$ cat src/rtl/mem_ctrl_pkg.sv
// Shared encodings for the unified-RAM controller: FSM states, access lengths
// and the default RAM address width.
package mem_ctrl_pkg;

  localparam int RAM_ADDR_W_DEF = 17;

  localparam logic [1:0] ST_IDLE   = 2'b00;
  localparam logic [1:0] ST_IF_RD  = 2'b01;
  localparam logic [1:0] ST_MEM_RD = 2'b10;
  localparam logic [1:0] ST_MEM_WR = 2'b11;

  localparam logic [1:0] LEN_BYTE = 2'b00;
  localparam logic [1:0] LEN_HALF = 2'b01;
  localparam logic [1:0] LEN_WORD = 2'b10;

  localparam logic [2:0] IF_BYTES = 3'd4;

  // Length code 11 is treated as a word access.
  function automatic logic [2:0] len_to_bytes(input logic [1:0] len);
    case (len)
      LEN_BYTE: return 3'd1;
      LEN_HALF: return 3'd2;
      default:  return 3'd4;
    endcase
  endfunction

endpackage

$ cat src/rtl/mem_ctrl.sv
// Arbitrates the byte-wide unified RAM between instruction fetch and load/store,
// serialising multi-byte accesses into byte cycles assembled little-endian.
module mem_ctrl
  import mem_ctrl_pkg::*;
#(
  parameter int RAM_ADDR_W = RAM_ADDR_W_DEF
) (
  input  logic                  clk,
  input  logic                  rst,
  input  logic                  if_req,
  input  logic [31:0]           if_addr,
  output logic [31:0]           if_data,
  output logic                  if_done,
  input  logic                  discard,
  input  logic                  mem_req,
  input  logic                  mem_we,
  input  logic [1:0]            mem_len,
  input  logic [31:0]           mem_addr,
  input  logic [31:0]           mem_wdata,
  output logic [31:0]           mem_rdata,
  output logic                  mem_done,
  output logic                  if_stall_req,
  output logic                  mem_stall_req,
  output logic [RAM_ADDR_W-1:0] ram_addr,
  output logic [7:0]            ram_dout,
  input  logic [7:0]            ram_din,
  output logic                  ram_wr
);

  logic [1:0]            state;
  logic [2:0]            cnt;
  logic [2:0]            n;
  logic [RAM_ADDR_W-1:0] base;
  logic [31:0]           wbuf;
  logic [31:0]           rbuf;
  logic [31:0]           rbuf_nxt;
  logic [7:0]            wr_byte;
  logic                  unused_addr_hi;

  // Requester addresses beyond the RAM are simply truncated.
  assign unused_addr_hi = ^{if_addr[31:RAM_ADDR_W], mem_addr[31:RAM_ADDR_W]};

  assign if_stall_req  = if_req & ~if_done;
  assign mem_stall_req = mem_req & ~mem_done;
  assign ram_addr      = base + RAM_ADDR_W'(cnt);
  assign ram_wr        = (state == ST_MEM_WR) && (cnt < n);
  assign ram_dout      = wr_byte;

  // RAM data lags its address by one cycle, so the byte landing now is cnt-1.
  always_comb begin
    rbuf_nxt = rbuf;
    case (cnt)
      3'd1:    rbuf_nxt[7:0]   = ram_din;
      3'd2:    rbuf_nxt[15:8]  = ram_din;
      3'd3:    rbuf_nxt[23:16] = ram_din;
      3'd4:    rbuf_nxt[31:24] = ram_din;
      default: rbuf_nxt = rbuf;
    endcase
  end

  always_comb begin
    wr_byte = wbuf[7:0];
    case (cnt[1:0])
      2'd1:    wr_byte = wbuf[15:8];
      2'd2:    wr_byte = wbuf[23:16];
      2'd3:    wr_byte = wbuf[31:24];
      default: wr_byte = wbuf[7:0];
    endcase
  end

  always_ff @(posedge clk or posedge rst) begin
    if (rst) begin
      state     <= ST_IDLE;
      cnt       <= 3'd0;
      n         <= 3'd0;
      base      <= '0;
      wbuf      <= 32'd0;
      rbuf      <= 32'd0;
      if_data   <= 32'd0;
      mem_rdata <= 32'd0;
      if_done   <= 1'b0;
      mem_done  <= 1'b0;
    end else begin
      if_done  <= 1'b0;
      mem_done <= 1'b0;
      case (state)
        ST_IDLE: begin
          // A requester still in its done cycle must not be re-accepted.
          if (!if_done && !mem_done) begin
            if (mem_req) begin
              state <= mem_we ? ST_MEM_WR : ST_MEM_RD;
              base  <= mem_addr[RAM_ADDR_W-1:0];
              n     <= len_to_bytes(mem_len);
              wbuf  <= mem_wdata;
              rbuf  <= 32'd0;
              cnt   <= 3'd0;
            end else if (if_req && !discard) begin
              state <= ST_IF_RD;
              base  <= if_addr[RAM_ADDR_W-1:0];
              n     <= IF_BYTES;
              rbuf  <= 32'd0;
              cnt   <= 3'd0;
            end
          end
        end
        ST_IF_RD, ST_MEM_RD: begin
          if (state == ST_IF_RD && discard) begin
            state <= ST_IDLE;
            cnt   <= 3'd0;
          end else begin
            rbuf <= rbuf_nxt;
            if (cnt == n) begin
              state <= ST_IDLE;
              cnt   <= 3'd0;
              if (state == ST_IF_RD) begin
                if_data <= rbuf_nxt;
                if_done <= 1'b1;
              end else begin
                mem_rdata <= rbuf_nxt;
                mem_done  <= 1'b1;
              end
            end else begin
              cnt <= cnt + 3'd1;
            end
          end
        end
        default: begin
          if (cnt == n - 3'd1) begin
            state    <= ST_IDLE;
            cnt      <= 3'd0;
            mem_done <= 1'b1;
          end else begin
            cnt <= cnt + 3'd1;
          end
        end
      endcase
    end
  end

endmodule

$ cat config.mk
export PLATFORM = sky130hd
export DESIGN_NAME = mem_ctrl
export DESIGN_NICKNAME = d
export VERILOG_FILES = /design/src/rtl/mem_ctrl_pkg.sv /design/src/rtl/mem_ctrl.sv
export SDC_FILE = /design/constraint.sdc
export NUM_CORES = 1
export LEC_CHECK = 0
export CORE_ASPECT_RATIO = 0.6
export CORE_UTILIZATION = 50
export DETAILED_ROUTE_END_ITERATION = 12
export PLACE_DENSITY = 0.84
export SYNTH_ARGS = -nofsm -noshare
export SYNTH_HDL_FRONTEND = slang
export SYNTH_SLANG_ARGS = --single-unit
$ cat constraint.sdc
create_clock -name clk -period 12.2 [get_ports clk]
set_input_delay 2.44 -clock clk [delete_from_list [all_inputs] [get_ports clk]]
set_output_delay 2.44 -clock clk [all_outputs]
set_load 0.1 [all_outputs]
=== After elaboration in Yosys (flattened, before gate mapping) ===
Cells that the tools add are included.

* Memory bits (read-only): 0
* Bits in writable memories: 0
* Latch bits: 0
* Register bits: 155
* Memories kept: 0
* Logic and storage cells: 96
* Bits of input ports: 112

* $mul: 0
* Equality and inequality tests: 17
* Shifts and indexed selects: 0
* Reductions and logical operators: 20
* Mux-type cells: 39
* Bitwise gates (word level): 6
* Divide/modulo/power cells: 0
* Order comparisons: 1
* $add $sub $neg: 3

{| class="wikitable"
|+ Operator list
! kind !! number
|-
| 32-bit 2-to-1 mux || 4
|-
| 32-bit one-hot mux with 2 select lines || 1
|-
| 17-bit 2-to-1 mux || 2
|-
| 8-bit 2-to-1 mux || 4
|-
| 3-bit 2-to-1 mux || 8
|-
| 8-bit one-hot mux with 3 select lines || 1
|-
| 17-bit by 3-bit adder with 17-bit output || 1
|-
| 4-bit AND reduction || 4
|-
| 2-bit 2-to-1 mux || 6
|-
| 3-bit one-hot mux with 2 select lines || 2
|-
| 1-bit 2-to-1 mux || 9
|-
| 2-bit equality test (second input constant) || 4
|-
| 2-bit by 1-bit equality test with 1-bit output (second input constant) || 3
|-
| 3-bit by 2-bit equality test with 1-bit output (second input constant) || 2
|-
| 3-bit equality test || 2
|-
| 3-bit inequality test (second input constant) || 2
|-
| 3-bit AND reduction || 2
|-
| 1-bit logical AND || 4
|-
| 2-bit zero test || 2
|-
| 2-bit inequality test (second input constant) || 2
|-
| 1-bit inverter || 4
|-
| 2-bit one-hot mux with 2 select lines || 1
|-
| 2-bit nonzero test || 2
|-
| 3-bit by 1-bit adder with 3-bit output (second input constant) || 1
|-
| 10 further kinds || 13
|}

=== Logic depth before layout (Yosys ltp) ===
Gate-level depths: netlist of run 1.

* Depth in word-level cells: 6
* Mapped depth: 9

=== Least setup slack after synthesis of run 1 ===
Ideal clock, no wire load.

* Kind: in2out
* Start: in mem_req
* End: out mem_stall_req
* Cell stages on the path: 3
* Arrival time: 4.044 ns
* Setup slack: 5.716 ns
* Path through: buf_2 -> inv_1 -> nor2_1

* Word-level cells in the longest chain between the ends: 1

{| class="wikitable"
|+ Ends and longest elaborated chain
! item !! line !! source
|-
| start: declaration || mem_ctrl.sv:15 || <nowiki>input logic mem_req,</nowiki>
|-
| 1-bit bitwise AND || mem_ctrl.sv:44 || <nowiki>assign mem_stall_req = mem_req & ~mem_done;</nowiki>
|-
| end: declaration || mem_ctrl.sv:23 || <nowiki>output logic mem_stall_req,</nowiki>
|}

No other way between the ends.

=== Worst setup path in the final report of run 1 ===
Same ends and word-level chain as after synthesis.

==> results of run 1 <==
==> area by class of cell <==
class | count | area (µm²)
flip-flops and latches | 155 | 3880
clock inverters | 15 | 146
repair buffers | 180 | 1790
clock buffers | 17 | 425
multi-input cells | 430 | 2990
inverters | 24 | 95.1
well taps | 192 | 240
fillers | 994 | 4180
==> worst paths after layout <==
kind	to	cells past startpoint	slack, ns
max	mem_stall_req	5	5.05
min	if_data[8]$_DFFE_PP0P_	2	0.48
max reg2reg	rbuf[5]$_DFFE_PP0P_	5	9.17
min reg2reg	if_data[8]$_DFFE_PP0P_	2	0.48
max in group asynchronous	mem_rdata[2]$_DFFE_PP0P_	3	8.28
min in group asynchronous	base[0]$_DFFE_PP0P_	2	2.57
==> state kept, by name, indices dropped and copies added (netlist names) <==
name       count
n              3
if_done        1
wbuf          32
rbuf          32
mem_rdata     32
state          2
base          17
cnt            3
mem_done       1
if_data       32
==> per-stage QoR <==
stage | setup slack, ns | cells | util (%) | hold slack [ns] | area [µm²]
after floorplan | 5.58 | 644 | - | 0.450 | 7110
after global placement | 5.08 | 981 | 65.4 | 0.465 | 9000
after detailed placement | 5.04 | 981 | 65.4 | 0.469 | 9000
after CTS | 5.05 | 1013 | 69.6 | 0.485 | 9570
after global routing | 4.97 | 1013 | 69.6 | 0.502 | 9570
final | 5.05 | 1013 | 69.6 | 0.480 | 9570
==> Yosys cell counts <==
cell       instances  share of area, %
mux2i_1           57               8.0
ha_1              17               3.0
xor3_1             1              0.33
or2_2              1             0.088
nand4_4            1              0.30
a31oi_4            1              0.30
nor3b_1            2              0.21
and3b_1            1              0.12
nor2_1            40               2.1
fa_1               1              0.28
xor2_1             5              0.62
nand3b_1           1              0.11
nand2b_1           5              0.44
o2111ai_1          1              0.12
nand3_2            7              0.99
nor2b_1            6              0.53
a21oi_2            1              0.12
o2bb2ai_1         31               3.8
a21bo_2            1              0.14
inv_1             24               1.3
nand3_1            6              0.42
o311a_1            1              0.14
o41ai_1            1              0.12
a211oi_2           1              0.18
nand4_1            5              0.44
o21a_1             1              0.11
clkbuf_1          17              0.90
o211ai_1           2              0.21
mux2_2            26               4.1
a222oi_1           8               1.1
a21oi_1           33               2.3
buf_4              1              0.11
and4_1             2              0.25
o31ai_1            3              0.32
nand2_1           82               4.3
o21ai_0           62               4.4
a21o_1             2              0.21
and3_1             1             0.088
nor3_1             3              0.21
dfrtp_1          155                55
xnor2_1           11               1.4
buf_2             17               1.2
==> worst min-delay path, stage by stage, from the launching register on <==
cell and delay [ns]:
dfrtp_1 0.34, nand2_1 0.05, o21ai_0 0.06
==> metal layers <==
layer	routed length, µm	vias to the layer above	global-route usage (%)
li1	-	2587	-
met1	8330	2803	35.2
met2	8810	221	44.0
met3	1420	25	6.29
met4	211	0	7.84
met5	0	-	0
==> kinds of logic (layout without fill, tap and decap cells) <==
logic type                 Yosys count  in the layout
AOI/OAI and AO/OA                  149            149
buffers and inverters               59            236
adders and majority gates           18             18
and+or+nand+nor                    163            163
xor gates and xnor gates            17             17
muxes                               83             83
DFF                                155            155
==> results.yml, run 1 <==
clock_tree:
  cts_tree: "built"
  cts_sinks: 155
  post_cts_buffers: 0
  path_clk_slew_ns: 0.07
  ctsResizeCount: 0
  htree_levels: 4
  clk_latency_ns: 0.42
  cts_buffers: 17
  clockRootBuffer: "clkbuf_16"
  cts_buffer_depth: 2
  hold_buffers: 0
setup_path:
  cp_cell_sequence: "clkdlybuf4s50_1, buf_4, inv_1, nor2_1, clkdlybuf4s50_1"
  cp_top_family: "buffers and inverters"
  r2r_start: "cnt[1]$_DFFE_PP0P_"
  worstSetupPathType: "in2out"
  worstPathMaxFanout: 22
  crit_start: "mem_req"
  slowest_delay_ns: 1.14
  slowest_stage: "clkdlybuf4s50_1"
  start_kind: "input pin"
  worst-path-buf-inv: 4
  crit_top_cell: "clkdlybuf4s50_1"
  crit_arrival_ns: 4.71
  cp.required_ns: 9.76
  endpoint_kind: "output port"
synthesis:
  synth_area_mm2: 0.00711
  syn-num-nets: 774
  synth_top_family_by_area: "compound AO/OA/AOI/OAI gates"
  synth_seq_cells: 155
  synth_xor_xnor_area_share_pct: 2.31
  ys_warn_count: 0
  syn_inst: 644
  muxShareOfSynthArea_pct: 12.1
  synth.distinct_cells: 42
  yosys.area_share.simple_pct: 10.6
  synth.avg_cell_area_um2: 11.0
  ys_seq_area_share_pct: 54.6
  synth_compound_area_share_pct: 13.6
  synthAdderAreaFrac_pct: 3.27
drt:
  wire_per_inst_um: 18.5
  vias_per_cell: 5.56
  drc_errors: 0
  vias: 5636
  drtIter0Drc: 418
  antenna_left: 0
  firstDrtPassIters: 5
  routed_wl_um: 18800
layout:
  drive_gt1_share_pct: 9.62
  final_cell_mix: "clkdlybuf4s50_1 (175), dfrtp_1 (155), nand2_1 (81), o21ai_0 (62), mux2i_1 (57)"
  nets: 938
  antennaDiodeCount: 0
  area_delta_synth_final_pct: 34.6
  final_common_cell: "clkdlybuf4s50_1"
timing:
  maxSlewHeadroom_pct: 20.7
  finalMaxSlewViolations: 0
  post-route-period-util_pct: 58.6
  min_period_ns: 7.15
  rsz0062_at_grt: "false"
  setup_viol: 0
  worst_clock_skew_ns: 0.0122
  fmax_mhz: 140
  tightest_slew_ns: 1.19
  tns_ns: 0
  hold_viol_final: 0
global_route:
  grt_pass1_vias: 5762
  grt_pass1_wl_um: 29900
  antenna_found_initial: 0
  grt_max_degree: 89
  grt_use_total_pct: 26.6
  overflow: 0
floorplan:
  fp.dieH_um: 94.4
  dieArea_mm2: 0.0147
  std_cell_rows: 33
  core_area_mm2: 0.0137
  initial_core_util_pct: 51.7
  ioPinCount: 206
  die_w_um: 156
worst_hold_path:
  hold_start: "if_data[8]$_DFFE_PP0P_"
  hold_class: "reg2reg"
placed_design:
  place_congestion: 0.839
  hpwl_um: 13000
  portBuffers: 175
status:
  status: "finished, final reports clean"
flow_run:
  cap_viol_max_count: 0
Power of run 1 is not shown: default switching activity piles up to over one toggle a cycle in this logic, so the estimate is an artifact.
==> run 2, diff against run 1 <==
--- a/config.mk
+++ b/config.mk
@@ -6,9 +6,9 @@
 export NUM_CORES = 1
 export LEC_CHECK = 0
 export CORE_ASPECT_RATIO = 0.6
-export CORE_UTILIZATION = 50
+export CORE_UTILIZATION = 43
 export DETAILED_ROUTE_END_ITERATION = 12
-export PLACE_DENSITY = 0.84
+export PLACE_DENSITY = 0.76
 export SYNTH_ARGS = -nofsm -noshare
 export SYNTH_HDL_FRONTEND = slang
 export SYNTH_SLANG_ARGS = --single-unit
==> constraint.sdc (replaced) <==
create_clock -name clk -period 6.45 [get_ports clk]
set_input_delay 1.29 -clock clk [delete_from_list [all_inputs] [get_ports clk]]
set_output_delay 1.29 -clock clk [all_outputs]
set_load 0.1 [all_outputs]
==> run 2 against run 1 <==
Net effect: final area grew 0.24%; register-to-register slack lost 5.6 ns; routed wire length shrank 2.2%; global-route usage shrank 4.2 points; hold slack gained 0.0042 ns; critical path type is now reg2out; count of clock-buffer cells in the layout is the same; highest routed layer unchanged.
==> results.yml, run 2 (synthesis results as in run 1) <==
status:
  status: "finished, final reports clean"
worst_hold_path:
  hold_start: "if_data[1]$_DFFE_PP0P_"
  whs_endpoint: "if_data[1]$_DFFE_PP0P_"
  hold_class: "reg2reg"
  hold_path_depth: 2
clock_tree:
  cts_buffers: 17
  cts_sinks: 155
  path_clk_slew_ns: 0.07
  hold_buffers: 0
  post_cts_buffers: 0
  clk_latency_ns: 0.42
  htree_levels: 4
  clockRootBuffer: "clkbuf_16"
  cts_buffer_depth: 2
  ctsResizeCount: 0
  cts_tree: "built"
placed_design:
  dpl.cell_count: 993
  hpwl_um: 12900
  portBuffers: 175
  place_congestion: 0.874
global_route:
  grt_pass1_vias: 5652
  overflow: 0
  grt_pass1_wl_um: 29400
  antenna_found_initial: 0
  grt_max_degree: 88
  grt_use_total_pct: 22.4
setup_path:
  slowest_stage: "clkdlybuf4s50_1"
  endpoint_kind: "output port"
  cp_cell_sequence: "inv_1, fa_1, nand2b_1, a211oi_2, nand3_1, xnor2_1, clkdlybuf4s50_1"
  worstPathMaxFanout: 7
  cp_top_family: "buffers and inverters"
  start_kind: "register"
  worst-path-buf-inv: 2
  r2r.worst_path.cells: 6
  r2r_start: "cnt[1]$_DFFE_PP0P_"
  worstSetupPathType: "reg2out"
  slowest_delay_ns: 1.15
  reg2reg_to: "rbuf[6]$_DFFE_PP0P_"
  r2r_slack_ns: 3.59
  cp.required_ns: 5.16
  crit_arrival_ns: 3.66
layout:
  drive_gt1_share_pct: 9.62
  final_cell_mix: "clkdlybuf4s50_1 (174), dfrtp_1 (155), nand2_1 (82), o21ai_0 (62), mux2i_1 (57)"
  instances_no_fill: 1024
  antennaDiodeCount: 0
  multi_input_area_mm2: 0.00299
  final_common_cell: "clkdlybuf4s50_1"
  filler_cell_count: 1257
  nets: 939
  area_delta_synth_final_pct: 34.9
  seq_area_mm2: 0.00388
drt:
  wire_per_inst_um: 17.9
  vias: 5540
  firstDrtPassIters: 5
  routed_wl_um: 18400
  vias_per_cell: 5.41
  drc_errors: 0
  drtIter0Drc: 463
  antenna_left: 0
timing:
  tightest_slew_ns: 1.08
  maxSlewHeadroom_pct: 27.5
  fmax_mhz: 202
  min_period_ns: 4.95
  hold_viol_final: 0
  finalMaxSlewViolations: 0
  post-route-period-util_pct: 76.7
  tns_ns: 0
  rsz0062_at_grt: "false"
  worst_clock_skew_ns: 0.0108
  setup_viol: 0
floorplan:
  std_cell_rows: 35
  initial_core_util_pct: 45.1
  core_area_mm2: 0.0158
  die_w_um: 168
  ioPinCount: 206
  fp.dieH_um: 102
  dieArea_mm2: 0.0171
flow_run:
  cap_viol_max_count: 0
-- run 2: per-layer routing --
layer | up-vias | global-route usage, % | share of wire, % | wire (µm)
met1 | 2732 | 32.3 | 48 | 8830
met2 | 200 | 33.6 | 44 | 8090
met4 | 0 | 6.77 | 0.98 | 180
met3 | 14 | 5.47 | 6.8 | 1250
met5 | - | 0 | 0 | 0
li1 | 2594 | - | - | -
-- run 2: final cells by class --
cell class              instances  share of cell area [%]
clock buffers                  17                    4.44
clock inverters                14                    1.59
inverters                      24                   0.992
multi-input cells             430                    31.2
flip-flops and latches        155                    40.4
well taps                     203                    2.65
repair buffers                181                    18.7
-- run 2: worst max-delay path by stage --
stage	startpoint	to	slack [ns]	depth (start not counted)
detailed placement	cnt[1]$_DFFE_PP0P_	ram_addr[12]	1.95	7
floorplan	rst	base[0]$_DFFE_PP0P_	0.98	1
CTS	cnt[1]$_DFFE_PP0P_	ram_addr[12]	1.47	7
global placement	cnt[1]$_DFFE_PP0P_	ram_addr[16]	2.02	7
global route	cnt[1]$_DFFE_PP0P_	ram_addr[16]	1.31	7
finish	cnt[1]$_DFFE_PP0P_	ram_addr[12]	1.50	7
-- run 2: metrics by stage --
| step | instance area [µm²] | util [%] | hold WS, ns | worst slack, ns |
|---|---|---|---|---|
| 2_1_floorplan | 7110 | - | 0.450 | 0.982 |
| 3_3_place_gp | 9010 | 57.2 | 0.461 | 2.02 |
| 3_5_place_dp | 9010 | 57.2 | 0.473 | 1.95 |
| 4_1_cts | 9590 | 60.8 | 0.493 | 1.47 |
| 5_1_grt | 9590 | 60.8 | 0.506 | 1.31 |
| 6_report | 9590 | 60.8 | 0.484 | 1.50 |
-- run 2: tightest hold or removal path, stage by stage, from the launching register on --
cell	delay, ns
dfrtp_1	0.34
nand2_1	0.04
o21ai_0	0.06
Power of run 2 is left out for the same reason.
==> run 3, diff against run 2 <==
--- a/config.mk
+++ b/config.mk
@@ -6,9 +6,9 @@
 export NUM_CORES = 1
 export LEC_CHECK = 0
 export CORE_ASPECT_RATIO = 0.6
-export CORE_UTILIZATION = 43
+export CORE_UTILIZATION = 48
 export DETAILED_ROUTE_END_ITERATION = 12
-export PLACE_DENSITY = 0.76
+export PLACE_DENSITY = 0.81
 export SYNTH_ARGS = -nofsm -noshare
 export SYNTH_HDL_FRONTEND = slang
 export SYNTH_SLANG_ARGS = --single-unit
==> constraint.sdc (replaced) <==
create_clock -name clk -period 4.9 [get_ports clk]
set_input_delay 0.98 -clock clk [delete_from_list [all_inputs] [get_ports clk]]
set_output_delay 0.98 -clock clk [all_outputs]
set_load 0.1 [all_outputs]
==> run 3 against run 2 <==
Net effect: non-clock buffer count shrank 1; clock skew grew 0.0025 ns; global-route usage grew 2.5 points; core utilization grew 5.2 points; first-iteration DRC count shrank 12%; cell count shrank 0.49%; final area shrank 0.43%; hold slack lost 0.0049 ns; die area shrank 10%; setup slack lost 0.66 ns; routed wire length shrank 0.47%; count of clock-buffer cells in the layout grew 2; largest cell class unchanged.
==> results.yml, run 3 (synthesis results as in run 1) <==
timing:
  finalMaxSlewViolations: 0
  min_period_ns: 4.05
  tightest_slew_ns: 1.23
  setup_viol: 0
  fmax_mhz: 247
  maxSlewHeadroom_pct: 17.8
  post-route-period-util_pct: 82.7
  rsz0062_at_grt: "false"
  tns_ns: 0
  hold_viol_final: 0
  worst_clock_skew_ns: 0.0133
clock_tree:
  cts_sinks: 155
  ctsResizeCount: 0
  cts_buffers: 17
  post_cts_buffers: 0
  path_clk_slew_ns: 0.07
  clk_latency_ns: 0.43
  hold_buffers: 0
  cts_buffer_depth: 2
  cts_tree: "built"
  htree_levels: 4
  clockRootBuffer: "clkbuf_16"
setup_path:
  worst-path-buf-inv: 2
  slowest_stage: "clkdlybuf4s50_1"
  slowest_delay_ns: 1.15
  cp_cell_sequence: "inv_1, ha_1, a222oi_1, mux2i_1, clkdlybuf4s50_1"
  r2r.worst_path.cells: 6
  cp_top_family: "buffers and inverters"
  start_kind: "register"
  endpoint_kind: "output port"
  worstSetupPathType: "reg2out"
  r2r_start: "cnt[1]$_DFFE_PP0P_"
  cp.depth: 5
  reg2reg_to: "rbuf[2]$_DFFE_PP0P_"
  critPathCapture: "ram_dout[0]"
  cp.required_ns: 3.92
  crit_arrival_ns: 3.07
  worstPathMaxFanout: 9
  r2r_slack_ns: 1.99
  crit_start: "cnt[1]$_DFFE_PP0P_"
global_route:
  overflow: 0
  grt_pass1_vias: 5561
  grt_pass1_wl_um: 29300
  antenna_found_initial: 0
  grt_max_degree: 156
  grt_use_total_pct: 24.9
drt:
  routed_wl_um: 18300
  wire_per_inst_um: 17.9
  antenna_left: 0
  drc_errors: 0
  drtIter0Drc: 406
  vias_per_cell: 5.38
  firstDrtPassIters: 5
  vias: 5478
floorplan:
  initial_core_util_pct: 49.1
  fp.dieH_um: 96.3
  ioPinCount: 206
  dieArea_mm2: 0.0153
  core_area_mm2: 0.0145
  die_w_um: 159
  std_cell_rows: 34
layout:
  nets: 938
  instances_no_fill: 1019
  fin_util_pct: 66.0
  antennaDiodeCount: 0
  drive_gt1_share_pct: 11.4
  final_common_cell: "clkdlybuf4s50_1"
  seq_area_mm2: 0.00388
  multi_input_area_mm2: 0.00299
  filler_cell_count: 1078
  area_delta_synth_final_pct: 34.3
  final_cell_mix: "clkdlybuf4s50_1 (158), dfrtp_1 (155), nand2_1 (81), o21ai_0 (62), mux2i_1 (57)"
placed_design:
  portBuffers: 175
  hpwl_um: 12700
  dpl.cell_count: 987
  place_congestion: 0.854
flow_run:
  cap_viol_max_count: 0
status:
  status: "finished, final reports clean"
worst_hold_path:
  hold_class: "reg2reg"
## run 3: area by class of cell
type / instances / area share (%)
flip-flops and latches: 155 / 40.6
multi-input cells: 430 / 31.3
repair buffers: 180 / 18.4
clock buffers: 19 / 4.53
well taps: 198 / 2.59
clock inverters: 13 / 1.51
inverters: 24 / 0.983
## run 3: through the flow
| stage | setup WS (ns) | cell area (µm²) | hold slack, ns |
|---|---|---|---|
| 2_1_floorplan | 0.698 | 7110 | 0.450 |
| 6_report | 0.846 | 9550 | 0.480 |
| 5_1_grt | 0.715 | 9550 | 0.502 |
| 4_1_cts | 0.820 | 9550 | 0.483 |
| 3_3_place_gp | 1.30 | 8970 | 0.463 |
| 3_5_place_dp | 1.28 | 8970 | 0.469 |
## run 3: worst min-delay path by stage
stage	startpoint	end	slack, ns	cells past startpoint
global placement	if_data[27]$_DFFE_PP0P_	if_data[27]$_DFFE_PP0P_	0.46	2
CTS	if_data[15]$_DFFE_PP0P_	if_data[15]$_DFFE_PP0P_	0.48	2
global route	rbuf[26]$_DFFE_PP0P_	rbuf[26]$_DFFE_PP0P_	0.50	1
finish	if_data[1]$_DFFE_PP0P_	if_data[1]$_DFFE_PP0P_	0.48	2
detailed placement	if_data[15]$_DFFE_PP0P_	if_data[15]$_DFFE_PP0P_	0.47	2
floorplan	n[1]$_DFFE_PP0P_	n[1]$_DFFE_PP0P_	0.45	2
## run 3: routing by layer
layer / routed length (µm) / GRT usage [%] / up-vias / share of wire (%)
li1: - / - / 2590 / -
met1: 8290 / 32.9 / 2680 / 45
met2: 8450 / 41.1 / 188 / 46
met3: 1310 / 5.95 / 20 / 7.2
met4: 226 / 8.09 / 0 / 1.2
met5: 0 / 0 / - / 0
## run 3: tightest hold or removal path, stage by stage (launching register included)
cell and delay (ns):
dfrtp_1 0.34, nand2_1 0.04, o21ai_0 0.06
Power of run 3 is left out for the same reason.
